$ cat src/rtl/bcd_sum_ctrl.sv
// ---------------------------------------------------------------------------
// bcd_sum_ctrl
//
// Purpose:
//   Sequencing controller for the adder-to-decimal display path. Two 4-bit
//   operands plus carry-in arrive over a valid/ready handshake. The controller
//   forms the 5-bit binary sum (0..31) and converts it to two BCD digits with
//   a shift-add-3 (double-dabble) engine that does one shift per clock. The
//   result is offered over a valid/ack handshake. The held digits are also
//   time-multiplexed onto a single digit bus for the seven-segment decoder.
//
// Parameters:
//   REFRESH_DIV  clock cycles each digit is shown before digit_sel toggles (>=1)
//   BLANK_LZ     1 = blank the tens digit when it is zero
//
// Ports:
//   clk           system clock, rising edge
//   reset         asynchronous, active-high reset
//   start_valid   operands a/b/cin are valid
//   start_ready   controller can accept operands (high only in IDLE)
//   a, b          4-bit unsigned operands
//   cin           carry-in
//   busy          conversion in progress (ADD and CONV)
//   result_valid  tens/ones hold a new result, held until result_ack
//   result_ack    consumer accepts the result
//   tens, ones    BCD result digits, updated only when a conversion completes
//   digit_sel     0 = ones digit shown, 1 = tens digit shown
//   digit_out     BCD digit currently shown
//   blank         1 = the display for digit_sel is blanked
// ---------------------------------------------------------------------------
module bcd_sum_ctrl #(
  parameter int REFRESH_DIV = 4,
  parameter bit BLANK_LZ    = 1'b1
) (
  input  logic       clk,
  input  logic       reset,
  input  logic       start_valid,
  output logic       start_ready,
  input  logic [3:0] a,
  input  logic [3:0] b,
  input  logic       cin,
  output logic       busy,
  output logic       result_valid,
  input  logic       result_ack,
  output logic [3:0] tens,
  output logic [3:0] ones,
  output logic       digit_sel,
  output logic [3:0] digit_out,
  output logic       blank
);

  // Refresh counter width; at least one bit so REFRESH_DIV = 1 still works.
  localparam int CW = (REFRESH_DIV > 1) ? $clog2(REFRESH_DIV) : 1;
  localparam logic [CW-1:0] REFRESH_MAX = CW'(REFRESH_DIV - 1);

  typedef enum logic [1:0] {
    IDLE = 2'd0,
    ADD  = 2'd1,
    CONV = 2'd2,
    DONE = 2'd3
  } state_t;

  state_t        state_q;
  logic [3:0]    a_q;
  logic [3:0]    b_q;
  logic          cin_q;
  logic [12:0]   shift_q;
  logic [2:0]    iter_q;
  logic [3:0]    tens_q;
  logic [3:0]    ones_q;
  logic          start_ready_q;
  logic          busy_q;
  logic          result_valid_q;
  logic          digit_sel_q;
  logic [CW-1:0] refresh_q;

  logic [4:0]    sum_d;
  logic [12:0]   adj_d;
  logic [12:0]   shift_d;

  // Operand sum is formed at 5 bits so 15+15+1 = 31 is never truncated.
  // The double-dabble step corrects each BCD nibble that is 5 or more by
  // adding 3, so that the following left shift carries correctly into the
  // next decimal digit. The shift register layout is {tens, ones, bin[4:0]}.
  always_comb begin
    sum_d = {1'b0, a_q} + {1'b0, b_q} + {4'd0, cin_q};
    adj_d = shift_q;
    if (shift_q[12:9] >= 4'd5) begin
      adj_d[12:9] = shift_q[12:9] + 4'd3;
    end
    if (shift_q[8:5] >= 4'd5) begin
      adj_d[8:5] = shift_q[8:5] + 4'd3;
    end
    shift_d = {adj_d[11:0], 1'b0};
  end

  // Main controller. All handshake outputs are registered and change together
  // with the state. tens/ones are loaded only on the edge that performs the
  // fifth shift, so the display never shows a partial conversion and keeps
  // the previous result while a new job is running.
  always_ff @(posedge clk or posedge reset) begin
    if (reset) begin
      state_q        <= IDLE;
      a_q            <= 4'd0;
      b_q            <= 4'd0;
      cin_q          <= 1'b0;
      shift_q        <= 13'd0;
      iter_q         <= 3'd0;
      tens_q         <= 4'd0;
      ones_q         <= 4'd0;
      start_ready_q  <= 1'b1;
      busy_q         <= 1'b0;
      result_valid_q <= 1'b0;
    end else begin
      case (state_q)
        IDLE: begin
          if (start_valid) begin
            a_q           <= a;
            b_q           <= b;
            cin_q         <= cin;
            start_ready_q <= 1'b0;
            busy_q        <= 1'b1;
            state_q       <= ADD;
          end
        end
        ADD: begin
          shift_q <= {8'd0, sum_d};
          iter_q  <= 3'd5;
          state_q <= CONV;
        end
        CONV: begin
          shift_q <= shift_d;
          iter_q  <= iter_q - 3'd1;
          if (iter_q == 3'd1) begin
            tens_q         <= shift_d[12:9];
            ones_q         <= shift_d[8:5];
            busy_q         <= 1'b0;
            result_valid_q <= 1'b1;
            state_q        <= DONE;
          end
        end
        DONE: begin
          // A start request arriving together with the ack is dropped:
          // start_ready is still low on this edge.
          if (result_ack) begin
            result_valid_q <= 1'b0;
            start_ready_q  <= 1'b1;
            state_q        <= IDLE;
          end
        end
        default: begin
          state_q        <= IDLE;
          start_ready_q  <= 1'b1;
          busy_q         <= 1'b0;
          result_valid_q <= 1'b0;
        end
      endcase
    end
  end

  // Display refresh runs every cycle regardless of controller state. Each
  // wrap of the counter hands the display over to the other digit.
  always_ff @(posedge clk or posedge reset) begin
    if (reset) begin
      refresh_q   <= '0;
      digit_sel_q <= 1'b0;
    end else if (refresh_q == REFRESH_MAX) begin
      refresh_q   <= '0;
      digit_sel_q <= ~digit_sel_q;
    end else begin
      refresh_q <= refresh_q + 1'b1;
    end
  end

  assign start_ready  = start_ready_q;
  assign busy         = busy_q;
  assign result_valid = result_valid_q;
  assign tens         = tens_q;
  assign ones         = ones_q;
  assign digit_sel    = digit_sel_q;

  // Only the tens digit can be blanked; a zero ones digit is always shown.
  assign digit_out = digit_sel_q ? tens_q : ones_q;
  assign blank     = BLANK_LZ & digit_sel_q & (tens_q == 4'd0);

endmodule

$ cat config.mk
export PLATFORM = sky130hd
export DESIGN_NAME = bcd_sum_ctrl
export DESIGN_NICKNAME = d
export VERILOG_FILES = /design/src/rtl/bcd_sum_ctrl.sv
export SDC_FILE = /design/constraint.sdc
export NUM_CORES = 1
export LEC_CHECK = 0
export BUFFER_PORTS_ARGS = -buffer_cell sky130_fd_sc_hd__buf_2
export CORE_ASPECT_RATIO = 1.2
export CORE_MARGIN = 3
export CORE_UTILIZATION = 35
export DETAILED_ROUTE_END_ITERATION = 6
export GPL_TIMING_DRIVEN = 0
export HOLD_SLACK_MARGIN = 0.02
export PLACE_DENSITY = 0.56
export SYNTH_ARGS = -nofsm -noshare
export SYNTH_HDL_FRONTEND = slang
export SYNTH_SLANG_ARGS = --single-unit
$ cat constraint.sdc
create_clock -name clk -period 2 [get_ports clk]
set_input_delay 0.2 -clock clk [delete_from_list [all_inputs] [get_ports clk]]
set_output_delay 0.2 -clock clk [all_outputs]
set_load 0.01 [all_outputs]
=== Yosys cells after proc, flatten, opt, wreduce, memory -nomap -nowiden ===
Cells that the tools add are included.

* Register bits: 41
* Output and inout port bits: 17

* Equality and inequality tests: 8
* Add/subtract/negate cells: 6
* Order comparisons: 2
* Multiplexer cells: 19
* Reduce and logical (&&, ||, !) cells: 12
* Bitwise operators: 2

{| class="wikitable"
|+ Operators with widths
! cell !! number
|-
| $pmux 13 s2 || 1
|-
| $reduce_and 3->1 || 4
|-
| $ge 4x3->1 const B || 2
|-
| $mux 2 || 4
|-
| $mux 4 || 2
|-
| $pmux 2 s4 || 1
|-
| $reduce_bool 2->1 || 4
|-
| $eq 2x2->1 const B || 3
|-
| $mux 1 || 6
|-
| $ne 2x2->1 const B || 3
|-
| $pmux 1 s2 || 3
|-
| $pmux 3 s2 || 1
|-
| $add 4x4->5 || 1
|-
| $add 5x1->5 || 1
|-
| $add 4x2->4 const B || 1
|-
| $logic_not 4->1 || 1
|-
| $reduce_and 2->1 || 2
|-
| $add 3x2->3 const B || 1
|-
| $eq 3x1->1 const B || 1
|-
| $mux 3 || 1
|-
| $sub 3x1->3 const B || 1
|-
| $add 2x1->2 const B || 1
|-
| $eq 2x1->1 const B || 1
|-
| $logic_not 2->1 || 1
|-
| 2 further kinds || 2
|}

=== Longest topological paths before layout ===
Gate-level depths: netlist of run 1.

* Depth in word-level cells: 3
* Mapped depth: 8

=== Least setup slack after synthesis of run 1 ===
OpenSTA, ideal clock, no wires.

* Path kind: register to register
* Start point: register state_q[0]
* End point: register ones_q[0], in the netlist ones[0]
* Cell stages (with the launch flop): 7
* Slack: 0.310 ns
* Clock period less this slack: 1.690 ns
* Arrival time: 1.565 ns
* Cells stage by stage: dfrtp_1 -> inv_1 -> ha_1 -> inv_2 -> or3_1 -> buf_2 -> mux2_4

* Word-level cells in the longest chain between the ends: 2

{| class="wikitable"
|+ Ends and longest elaborated chain
! element !! RTL line !! source
|-
| from (decl) || 63 || <nowiki>state_t state_q;</nowiki>
|-
| from (signal assigned) || 103 || <nowiki>state_q <= IDLE;</nowiki>
|-
| from (signal assigned) || 123 || <nowiki>state_q <= ADD;</nowiki>
|-
| from (signal assigned) || 129 || <nowiki>state_q <= CONV;</nowiki>
|-
| $eq 2x2->1 || 115 || <nowiki>case (state_q)</nowiki>
|-
| $reduce_and 2->1 (no source line) || n/a ||
|-
| to (signal assigned) || 136 || <nowiki>ones_q <= shift_d[8:5];</nowiki>
|-
| to (decl) || 70 || <nowiki>logic [3:0] ones_q;</nowiki>
|}

Every way passes these cells.
A chain may end at the register's enable or synchronous reset.

=== Worst setup path in the final report of run 1 ===
* Start point: register state_q[1]
* End point: register shift_q[0]

* Word-level cells in the longest chain between the ends: 2

{| class="wikitable"
|+ Ends and longest elaborated chain
! element !! RTL line !! source
|-
| $eq 2x2->1 or $eq 2x1->1 (tied branches) || 115 ||
|-
| $pmux 13 s2 or $reduce_bool 2->1 (tied branches) || n/a ||
|-
| to (signal assigned) || 127 || <nowiki>shift_q <= {8'd0, sum_d};</nowiki>
|-
| to (signal assigned) || 132 || <nowiki>shift_q <= shift_d;</nowiki>
|-
| to (decl) || 67 || <nowiki>logic [12:0] shift_q;</nowiki>
|}

Several ways; a longest one is shown, not always the timed one.

==> summary.txt, run 1 <==
Clock network
  • Worst-path clk slew: approximately 80 ps
  • Inserted Clock Buffers: 5
  • CTS tree: yes
  • Clk sinks: 41
  • Setup repair bufs after CTS: 0
  • Clock Root Buffer: clkbuf_8
  • Longest Clk Path Bufs: 2
  • Skew-Pair Late Insertion Delay: 300 ps
  • H-Tree Depth: 2

Timing
  • Slew headroom: 0.421
  • Final setup violation count: 0
  • Final worst path period share: 0.897
  • Setup Skew: 6.55 ps
  • Max-slew violations: 0
  • Tmin final: 1790 ps
  • Slew @ Worst Pin: 867 ps
  • RSZ-0062 raised after global routing: no
  • Final-report hold violation count: 0
  • Max Clk Rate: around 560 MHz
  • Setup tns final: 0 ps

Synthesis
  • Synth Register Bits: 41
  • Syn Std Cell Area: about 0.0021 sq mm
  • Top cell type by total area after synthesis: dfrtp_1
  • Avg Inst Size Synth: 10.9 sq um
  • Synth cell types: 34
  • Syn nets: 219
  • Post-Synthesis Cells: 190
  • YS warnings: 0
  • FFs w/ async S/R, synth: 1.00
  • Synth top area share: 0.485
  • Commonest register cell after synthesis: dfrtp_1
  • Post-synthesis sequential area ratio: 0.498
  • Most area-consuming cells after synthesis: dfrtp_1 49%, mux2_2 8.7%, ha_1 8.5%
  • Post-synth EDFFs: 0

Final layout
  • Area growth syn-to-layout: 18.8%
  • Most frequent cells in the layout: 40 x dfrtp_1, 30 x buf_2, 18 x nand2_1
  • Commonest non-fill, non-tap cell in the layout: dfrtp_1
  • Fillers: 565
  • Share of layout cells above drive strength 1: 0.273
  • N_diodes: 0
  • Layout net count: 255

Power and ir drop
  • Max VDD drop: 0.000737 V
  • Pwr Density: ~1500 mW/mm^2
  • Cell leakage power: 1.17 nW
  • Pwr Total: 3.59 mW

Drt
  • Drt total wl: 3780 um
  • Vias: 1,430
  • Drt wl/cell: 12.3 um
  • Initial DRC count: 101
  • Post-route ant nets: 0
  • DR vias/cell: approximately 4.7
  • DR pass1 iterations: 4
  • DRC: 0

Worst setup path
  • CP Class: register to register
  • WP data required: between 2000 and 2500 ps
  • Endpoint class of the critical path: register
  • CP Launch Type: register
  • Max FO, Critical Path: 10
  • Critical path arrival: between 2000 and 2500 ps

GRT
  • Total gr overflow: 0
  • Initial antenna violation count: 0
  • All-Layer GR Usage: 0.119
  • Global-route wire length before repair: between 6000 and 7000 um
  • Number of global-route vias before repair: 1,506
  • Pin count of the biggest net entering global routing: 42

Placement
  • Port bufs: 29
  • Post-DP HPWL: 2730 um
  • Routability Congestion: 0.734

Die
  • Ports: 30
  • Placeable Area: 0.00567 sq mm
  • Die Ht: about 90 um
  • Num rows: 30
  • Die X: about 76 um
  • Initial core utilization: 0.364
  • Full die area: approximately 0.0069 sq mm

Run status
  • Status: finished clean

Worst hold path
  • Worst hold path type: input port to async pin

Job
  • Max-cap violations: 0
## worst paths after layout
path                              startpoint           end  slack [ps]  cells after the start
worst max register to register    state_q[1]    shift_q[0]         210                      6
max in group asynchronous              reset     iter_q[1]        1370                      2
min in group clk                        b[0]        b_q[0]         130                      2
worst max-delay path              state_q[1]    shift_q[0]         210                      6
worst min-delay path                   reset        b_q[3]          70                      2
worst min register to register  refresh_q[0]  refresh_q[0]         430                      1
## critical path, stage by stage (launching register included)
cell and delay, ps:
dfrtp_1 380, inv_1 80, ha_1 270, clkbuf_1 300
inv_1 170, clkbuf_2 240, o31ai_1 260
## final cells by class
type | count | area [sq um] | area share
flip-flops and latches | 41 | 1030 | 0.419
multi-input cells | 125 | 938 | 0.383
repair buffers | 29 | 145 | 0.0592
well taps | 80 | 100 | 0.0409
clock buffers | 5 | 68.8 | 0.0281
clock inverters | 3 | 68.8 | 0.0281
inverters | 16 | 60.1 | 0.0245
plain buffers | 8 | 41.3 | 0.0169
## flip-flops by register name, indices dropped and copies added, names as in the netlist, 2 cells and up
name,flops
a_q,4
b_q,4
iter_q,3
ones,4
refresh_q,2
shift_q,13
state_q,2
tens,4
## through the flow
step	setup slack [ps]	utilization	hold slack (ps)	area, sq um	cells
after floorplan	310	-	350	2060	190
after global placement	155	0.407	415	2310	299
after detailed placement	156	0.407	427	2310	299
after CTS	124	0.431	111	2440	307
after global routing	57.1	0.432	117	2450	307
final	206	0.432	73.6	2450	307
## cells in the mapped netlist, types with 2 or more instances
cell,count
o2bb2ai_1,5
xnor2_1,3
o31ai_1,3
nor3b_1,3
o21ai_1,3
nand2_1,18
nor3_1,2
fa_1,2
o21ai_0,14
a21oi_1,10
clkbuf_1,6
and3_1,2
mux2_2,16
dfrtp_1,40
nand3_1,4
nor2_1,5
inv_1,15
ha_1,14
mux2i_1,4
nand2b_1,5
o22ai_1,3
## timing repair
item	4_1_cts	5_1_grt
resized for setup	0	5
setup endpoints to repair	0	5
hold buffers	0	0
## kinds of logic after synthesis
family	Yosys count	share of synthesized area
AND/OR/NAND/NOR	42	0.0977
flip-flops	41	0.498
adder cells (fa/ha/maj)	16	0.104
buffers and inverters	24	0.0479
multiplexers	21	0.114
AO/OA/AOI/OAI	42	0.121
XOR/XNOR	4	0.0170
## layer usage
| metal | wire (um) | global-route usage | up-vias | share of wire |
|---|---|---|---|---|
| met2 | 1770 | 0.210 | 35 | 0.47 |
| met5 | 0 | 0 | - | 0 |
| met4 | 68 | 0.0544 | 0 | 0.018 |
| met3 | 163 | 0.0220 | 7 | 0.043 |
| met1 | 1770 | 0.140 | 665 | 0.47 |
| li1 | - | - | 723 | - |
## report_power, final
part	switching [mW]	internal, mW	total (mW)
registers	0.159	1.09	1.25
clock network	0.301	0.502	0.803
logic	0.864	0.680	1.54
No activity file was read; power rests on OpenSTA's default activity.
==> run 2: changes to the inputs <==
--- a/config.mk
+++ b/config.mk
@@ -5,6 +5,7 @@
 export SDC_FILE = /design/constraint.sdc
 export NUM_CORES = 1
 export LEC_CHECK = 0
+export ABC_AREA = 1
 export BUFFER_PORTS_ARGS = -buffer_cell sky130_fd_sc_hd__buf_2
 export CORE_ASPECT_RATIO = 1.2
 export CORE_MARGIN = 3
==> summary.txt, run 2 <==
Run status
  • Status: finished clean

GRT
  • Initial antenna violation count: 0 (unchanged)
  • Global-route wire length before repair: 7100 um (+7.3%)
  • Pin count of the biggest net entering global routing: 42 (unchanged)
  • Total gr overflow: 0 (unchanged)
  • Number of global-route vias before repair: 1,604 (+6.5%)
  • All-Layer GR Usage: 0.127 (+0.00754)

Timing
  • Final setup violation count: 0 (unchanged)
  • Final-report hold violation count: 0 (unchanged)
  • Max Clk Rate: 578 MHz (+3.7%)
  • Setup tns final: 0 ps (unchanged)
  • WHS: 67.6 ps (-5.99 ps)
  • Final worst path period share: 0.865 (-0.0322)
  • Max-slew violations: 0 (unchanged)
  • Setup Skew: 4.62 ps (-1.93 ps)
  • Final worst setup slack: 270 ps (+64.4 ps)
  • Slew headroom: 0.425 (+0.00371)
  • Slew @ Worst Pin: 861 ps (-5.55 ps)
  • RSZ-0062 raised after global routing: no
  • Tmin final: 1730 ps (-64.4 ps)

Final layout
  • Reg with most FFs: shift_q
  • Layout net count: 303 (+19%)
  • Final instance area: 0.00246 sq mm (+0.41%)
  • Share of layout cells above drive strength 1: 0.196 (-0.0768)
  • N_diodes: 0 (unchanged)
  • Fillers: 579 (+2.5%)
  • Commonest non-fill, non-tap cell in the layout: nand2_1
  • Most frequent cells in the layout: 64 x nand2_1, 39 x dfrtp_1, 33 x inv_1
  • Area growth syn-to-layout: 17.3%
  • Max FFs per register: 13 (unchanged)

Synthesis
  • FFs w/ async S/R, synth: 1.00 (unchanged)
  • Synth top area share: 0.477 (-0.00811)
  • Top cell type by total area after synthesis: dfrtp_1
  • Post-synthesis sequential area ratio: 0.490 (-0.00832)
  • Post-synth EDFFs: 0 (unchanged)
  • Commonest register cell after synthesis: dfrtp_1
  • Synth Register Bits: 41 (unchanged)
  • Largest family of logic cells by synthesized area: simple AND/OR/NAND/NOR gates
  • Synth cell count leaders: 64 x nand2_1, 40 x dfrtp_1, 34 x inv_1, 17 x nand3_1, 15 x nor2_1
  • Most area-consuming cells after synthesis: dfrtp_1 48%, nand2_1 11%, ha_1 8.4%
  • Post-Synthesis Cells: 238 (+25%)
  • Syn Std Cell Area: 0.00210 sq mm (+1.7%)
  • Top-count cell post-synth: nand2_1
  • Post-synthesis mux area share: 0.0322 (-0.0819)
  • Syn nets: 267 (+22%)
  • Compound-Gate Fraction of Synth Area: 0.0871 (-0.0336)
  • YS warnings: 0 (unchanged)
  • Post-Synth Adder-Cell Area: 0.103 (-0.00174)
  • Avg Inst Size Synth: 8.81 sq um (-19%)
  • Synth Area in Simple Gates: 0.208 (+0.110)
  • XOR/XNOR share of the synthesized area: 0.00418 (-0.0128)
  • Synth cell types: 27 (-21%)

Clock network
  • Worst-path clk slew: 70 ps (about the same)
  • H-Tree Depth: 2 (unchanged)
  • Setup repair bufs after CTS: 0 (unchanged)
  • Clk sinks: 41 (unchanged)
  • CTS tree: yes
  • # hold bufs at CTS: 0 (unchanged)
  • Inserted Clock Buffers: 5 (unchanged)
  • Clock Root Buffer: clkbuf_8
  • Longest Clk Path Bufs: 2 (unchanged)
  • Skew-Pair Late Insertion Delay: 290 ps (about the same)

Drt
  • Drt wl/cell: 10.9 um (-11%)
  • DR vias/cell: 4.56 (-2.1%)
  • Initial DRC count: 71 (-30%)
  • DRC: 0 (unchanged)
  • Vias: 1,619 (+13%)
  • DR pass1 iterations: 4 (unchanged)
  • Post-route ant nets: 0 (unchanged)
  • Drt total wl: 3870 um (+2.5%)

Die
  • Initial core utilization: 0.365 (+0.00134)
  • Die Ht: 90.8 um (+0.79%)
  • Placeable Area: 0.00574 sq mm (+1.3%)
  • Num rows: 30 (unchanged)
  • Full die area: 0.00696 sq mm (+1.6%)
  • Ports: 30 (unchanged)
  • Die X: 76.7 um (+0.78%)

Placement
  • Pre-CTS WS: 261 ps (+104 ps)
  • Port bufs: 29 (unchanged)
  • Routability Congestion: 0.715 (-2.7%)
  • Cell Area, Placed: 0.00234 sq mm (+1.5%)
  • Post-DP HPWL: 2870 um (+5.2%)

Worst setup path
  • Endpoint class of the critical path: register
  • Critical path, cell by cell: inv_1 > ha_1 > inv_2 > nor3_4 > inv_2 > buf_6 > nand2_1 > o21ai_2
  • Crit-path most repeated cell: inv_2
  • Critical path arrival: 1910 ps (-100 ps)
  • Crit path max-delay family: buffers and inverters
  • CP Launch Type: register
  • R2R depth: 8 (+2)
  • FF-to-FF End: ones[3]
  • WP data required: 2180 ps (-30 ps)
  • WP buf/inv: 4 (unchanged)
  • Max FO, Critical Path: 10 (unchanged)
  • CP Class: register to register
  • R2r startpoint: state_q[0]
  • Critical path's slowest cell: dfrtp_1
  • Max incr delay on CP: 400 ps (+20 ps)
  • Reg2Reg Setup Slack: 270 ps (+60 ps)

Worst hold path
  • Worst hold path type: input port to async pin

Power and ir drop
  • Max VDD drop: 0.000576 V (-22%)
  • Cell leakage power: 1.34 nW (+15%)
  • Pwr Density: 1380 mW/mm^2 (-5.6%)

Job
  • Max-cap violations: 0 (unchanged)
run 2: changes by cell type after synthesis, sizes merged, moves of 5 or more:
cell     delta
nand3      +13
nand2b      -5
clkbuf      -6
inv        +20
nor2       +10
o2bb2ai     -5
mux2       -11
nand2      +46
run 2: per-layer routing:
metal,part of all wire,up-vias,GRT usage
met4,0.016,0,0.0408
met3,0.047,7,0.0409
met2,0.49,33,0.214
met5,0,-,0
met1,0.44,744,0.152
li1,-,835,-
run 2: cell families after synthesis:
kind of cell	after synthesis
AO/OA/AOI/OAI	31
buffers and inverters	40
multiplexers	6
XOR/XNOR	1
adder cells (fa/ha/maj)	16
AND/OR/NAND/NOR	103
flip-flops	41
run 2: where the power goes:
| part | leakage, nW | total, mW | switching (mW) | internal (mW) |
|---|---|---|---|---|
| sequential | 0.516 | 1.25 | 0.148 | 1.10 |
| clock | 0.0585 | 0.690 | 0.283 | 0.407 |
| combinational | 0.760 | 1.47 | 0.893 | 0.579 |
| total | 1.34 | 3.41 | 1.32 | 2.08 |
run 2: how the worst max path moves through the flow:
| stage | startpoint | to | slack, ps | depth (start not counted) |
|---|---|---|---|---|
| global route | digit_sel | blank | 90 | 4 |
| floorplan | a_q[0] | shift_q[1] | 470 | 6 |
| detailed placement | state_q[0] | ones[3] | 260 | 8 |
| finish | state_q[0] | ones[3] | 270 | 8 |
| global placement | reset | digit_sel | 240 | 2 |
| CTS | state_q[0] | ones[3] | 240 | 8 |
run 2: repair_timing:
| item | 4_1_cts | 5_1_grt |
|---|---|---|
| hold endpoints to repair | 0 | 0 |
| gates resized for setup | 0 | 1 |
| setup endpoints to repair | 0 | 1 |
run 2: metrics by stage:
| stage | total power, mW | instances | utilization |
|---|---|---|---|
| 6_report | 3.41 | 355 | 0.428 |
| 5_1_grt | 3.77 | 355 | 0.428 |
| 4_1_cts | 3.47 | 355 | 0.428 |
| 3_5_place_dp | 2.76 | 347 | 0.408 |
| 3_3_place_gp | 2.74 | 347 | 0.408 |
| 2_1_floorplan | 2.38 | 238 | - |
run 2: area by class of cell:
class                      count  area [sq um]  share of cell area
sequential                    41          1030               0.418
timing repair buffer          29           145              0.0590
multi-input combinational    157           910               0.370
tap                           80           100              0.0407
clock inverter                 1          30.0              0.0122
buffer                         3          21.3             0.00865
inverter                      37           139              0.0565
clock buffer                   7          86.3              0.0351
==> run 3: changes to the inputs <==
--- a/config.mk
+++ b/config.mk
@@ -7,13 +7,15 @@
 export LEC_CHECK = 0
 export ABC_AREA = 1
 export BUFFER_PORTS_ARGS = -buffer_cell sky130_fd_sc_hd__buf_2
+export CELL_PAD_IN_SITES_DETAIL_PLACEMENT = 0
+export CELL_PAD_IN_SITES_GLOBAL_PLACEMENT = 1
 export CORE_ASPECT_RATIO = 1.2
 export CORE_MARGIN = 3
 export CORE_UTILIZATION = 35
 export DETAILED_ROUTE_END_ITERATION = 6
 export GPL_TIMING_DRIVEN = 0
 export HOLD_SLACK_MARGIN = 0.02
-export PLACE_DENSITY = 0.56
+export PLACE_DENSITY = 0.7
 export SYNTH_ARGS = -nofsm -noshare
 export SYNTH_HDL_FRONTEND = slang
 export SYNTH_SLANG_ARGS = --single-unit
==> summary.txt, run 3 (same netlist as run 2, synthesis figures left out) <==
Drt
  • Drt wl/cell: 11.0 um (+0.59%)
  • Vias: 1,592 (-1.7%)
  • Drt total wl: 3890 um (+0.59%)
  • DR vias/cell: 4.48 (-1.7%)
  • DR pass1 iterations: 4 (unchanged)
  • DRC: 0 (unchanged)
  • Initial DRC count: 87 (+23%)
  • Post-route ant nets: 0 (unchanged)

Worst setup path
  • Endpoint class of the critical path: output pin
  • WP data required: 1800 ps (-380 ps)
  • Reg2Reg Setup Slack: 310 ps (+40 ps)
  • R2R depth: 8 (unchanged)
  • Max FO, Critical Path: 7 (-3)
  • Critical path, cell by cell: inv_1 > or2_2 > nor4_1 > buf_2
  • CP Launch Type: register
  • R2r startpoint: state_q[0]
  • Crit path max-delay family: flip-flops
  • CP Class: register to output pin
  • FF-to-FF End: ones[3]
  • Max incr delay on CP: 470 ps (+70 ps)
  • Critical path's slowest cell: dfrtp_1
  • Critical path arrival: 1530 ps (-380 ps)
  • WP buf/inv: 2 (-2)

Die
  • Ports: 30 (unchanged)
  • Initial core utilization: 0.365 (unchanged)
  • Die X: 76.7 um (unchanged)
  • Num rows: 30 (unchanged)
  • Full die area: 0.00696 sq mm (unchanged)
  • Placeable Area: 0.00574 sq mm (unchanged)
  • Die Ht: 90.8 um (unchanged)

Clock network
  • Worst-path clk slew: 80 ps (about the same)
  • Clock Root Buffer: clkbuf_8
  • Skew-Pair Late Insertion Delay: 290 ps (about the same)
  • H-Tree Depth: 2 (unchanged)
  • Number of gates resized after cts: 0 (unchanged)
  • Longest Clk Path Bufs: 2 (unchanged)
  • Clk sinks: 41 (unchanged)
  • Setup repair bufs after CTS: 0 (unchanged)
  • CTS tree: yes
  • # hold bufs at CTS: 0 (unchanged)
  • Inserted Clock Buffers: 5 (unchanged)

Power and ir drop
  • Max VDD drop: 0.000766 V (+33%)
  • Pwr Total: 3.25 mW (-4.6%)
  • Cell leakage power: 1.32 nW (-0.89%)
  • Pwr Density: 1340 mW/mm^2 (-3.2%)

GRT
  • Initial antenna violation count: 0 (unchanged)
  • All-Layer GR Usage: 0.125 (-0.00158)
  • Global-route wire length before repair: 7050 um (-0.69%)
  • Pin count of the biggest net entering global routing: 42 (unchanged)
  • Number of global-route vias before repair: 1,565 (-2.4%)
  • Total gr overflow: 0 (unchanged)

Final layout
  • N_diodes: 0 (unchanged)
  • Reg with most FFs: shift_q
  • Commonest non-fill, non-tap cell in the layout: nand2_1
  • Layout net count: 303 (unchanged)
  • Max FFs per register: 13 (unchanged)
  • Utilization after layout: 0.422 (-0.00610)
  • Most frequent cells in the layout: 64 x nand2_1, 40 x dfrtp_1, 33 x inv_1
  • Area growth syn-to-layout: 15.6%
  • Share of layout cells above drive strength 1: 0.193 (-0.00364)

Timing
  • Final setup violation count: 0 (unchanged)
  • Final worst setup slack: 269 ps (-0.632 ps)
  • Max Clk Rate: 578 MHz (about the same)
  • RSZ-0062 raised after global routing: no
  • Slew @ Worst Pin: 847 ps (-14.4 ps)
  • Tmin final: 1730 ps (+0.632 ps)
  • Setup tns final: 0 ps (unchanged)
  • Setup Skew: 4.70 ps (+0.0810 ps)
  • Max-slew violations: 0 (unchanged)
  • Final-report hold violation count: 0 (unchanged)
  • Final worst path period share: 0.865 (about the same)
  • Slew headroom: 0.434 (+0.00961)

Worst hold path
  • Worst hold path type: input port to async pin

Run status
  • Status: finished clean

Placement
  • Post-DP HPWL: 2920 um (+1.8%)
  • Routability Congestion: 0.742 (+3.8%)
  • Pre-CTS WS: 281 ps (+20.0 ps)
  • Port bufs: 29 (unchanged)

Job
  • Max-cap violations: 0 (unchanged)
run 3: changes by cell type in the layout (fill, tap and decap cells not counted):
| cell | previous run | this run |
|---|---|---|
| dfrtp_2 | 1 | 0 |
| bufinv_16 | 1 | 0 |
| clkinv_2 | 0 | 2 |
| dfrtp_1 | 39 | 40 |
| clkbuf_8 | 6 | 5 |
run 3: layer usage:
metal | share of wire | wire, um | global-route usage | vias to the layer above
met2 | 0.49 | 1910 | 0.210 | 34
met3 | 0.045 | 177 | 0.0359 | 6
met4 | 0.017 | 65 | 0.0498 | 0
met5 | 0 | 0 | 0 | -
met1 | 0.45 | 1740 | 0.150 | 716
li1 | - | - | - | 836
run 3: worst max path at each step:
stage / cells past startpoint / start / slack, ps / endpoint
6_report: 4 / digit_sel / 270 / blank
5_1_grt: 4 / digit_sel / 130 / blank
4_1_cts: 4 / digit_sel / 240 / blank
3_5_place_dp: 8 / state_q[0] / 280 / ones[3]
3_3_place_gp: 2 / reset / 220 / a_q[2]
2_1_floorplan: 6 / a_q[0] / 470 / shift_q[1]
run 3: worst register-to-register path: stages (launching register included):
cell	delay, ps
dfrtp_1	400
inv_1	110
ha_1	300
inv_2	100
nor3_4	330
inv_2	70
buf_6	150
nand2_1	70
o21ai_2	50
run 3: stage by stage:
stage	hold slack, ps	cell area [sq um]	instances
after floorplan	345	2100	238
after global placement	412	2340	347
after detailed placement	420	2340	347
after CTS	112	2420	355
after global routing	133	2420	355
final	74.3	2420	355
run 3: final cells by class:
cell class / count / area [sq um]
Fill cell: 607 / 3320
Sequential cell: 41 / 1030
Multi-Input combinational cell: 157 / 910
Timing Repair Buffer: 29 / 145
Inverter: 37 / 139
Tap cell: 80 / 100
Clock buffer: 6 / 72.6
Buffer: 3 / 21.3
Clock inverter: 2 / 10.0
run 3: report_power, final:
group | internal, mW | switching, mW | leakage, nW
sequential | 1.10 | 0.151 | 0.518
combinational | 0.585 | 0.894 | 0.760
clock | 0.242 | 0.282 | 0.0450
total | 1.92 | 1.33 | 1.32
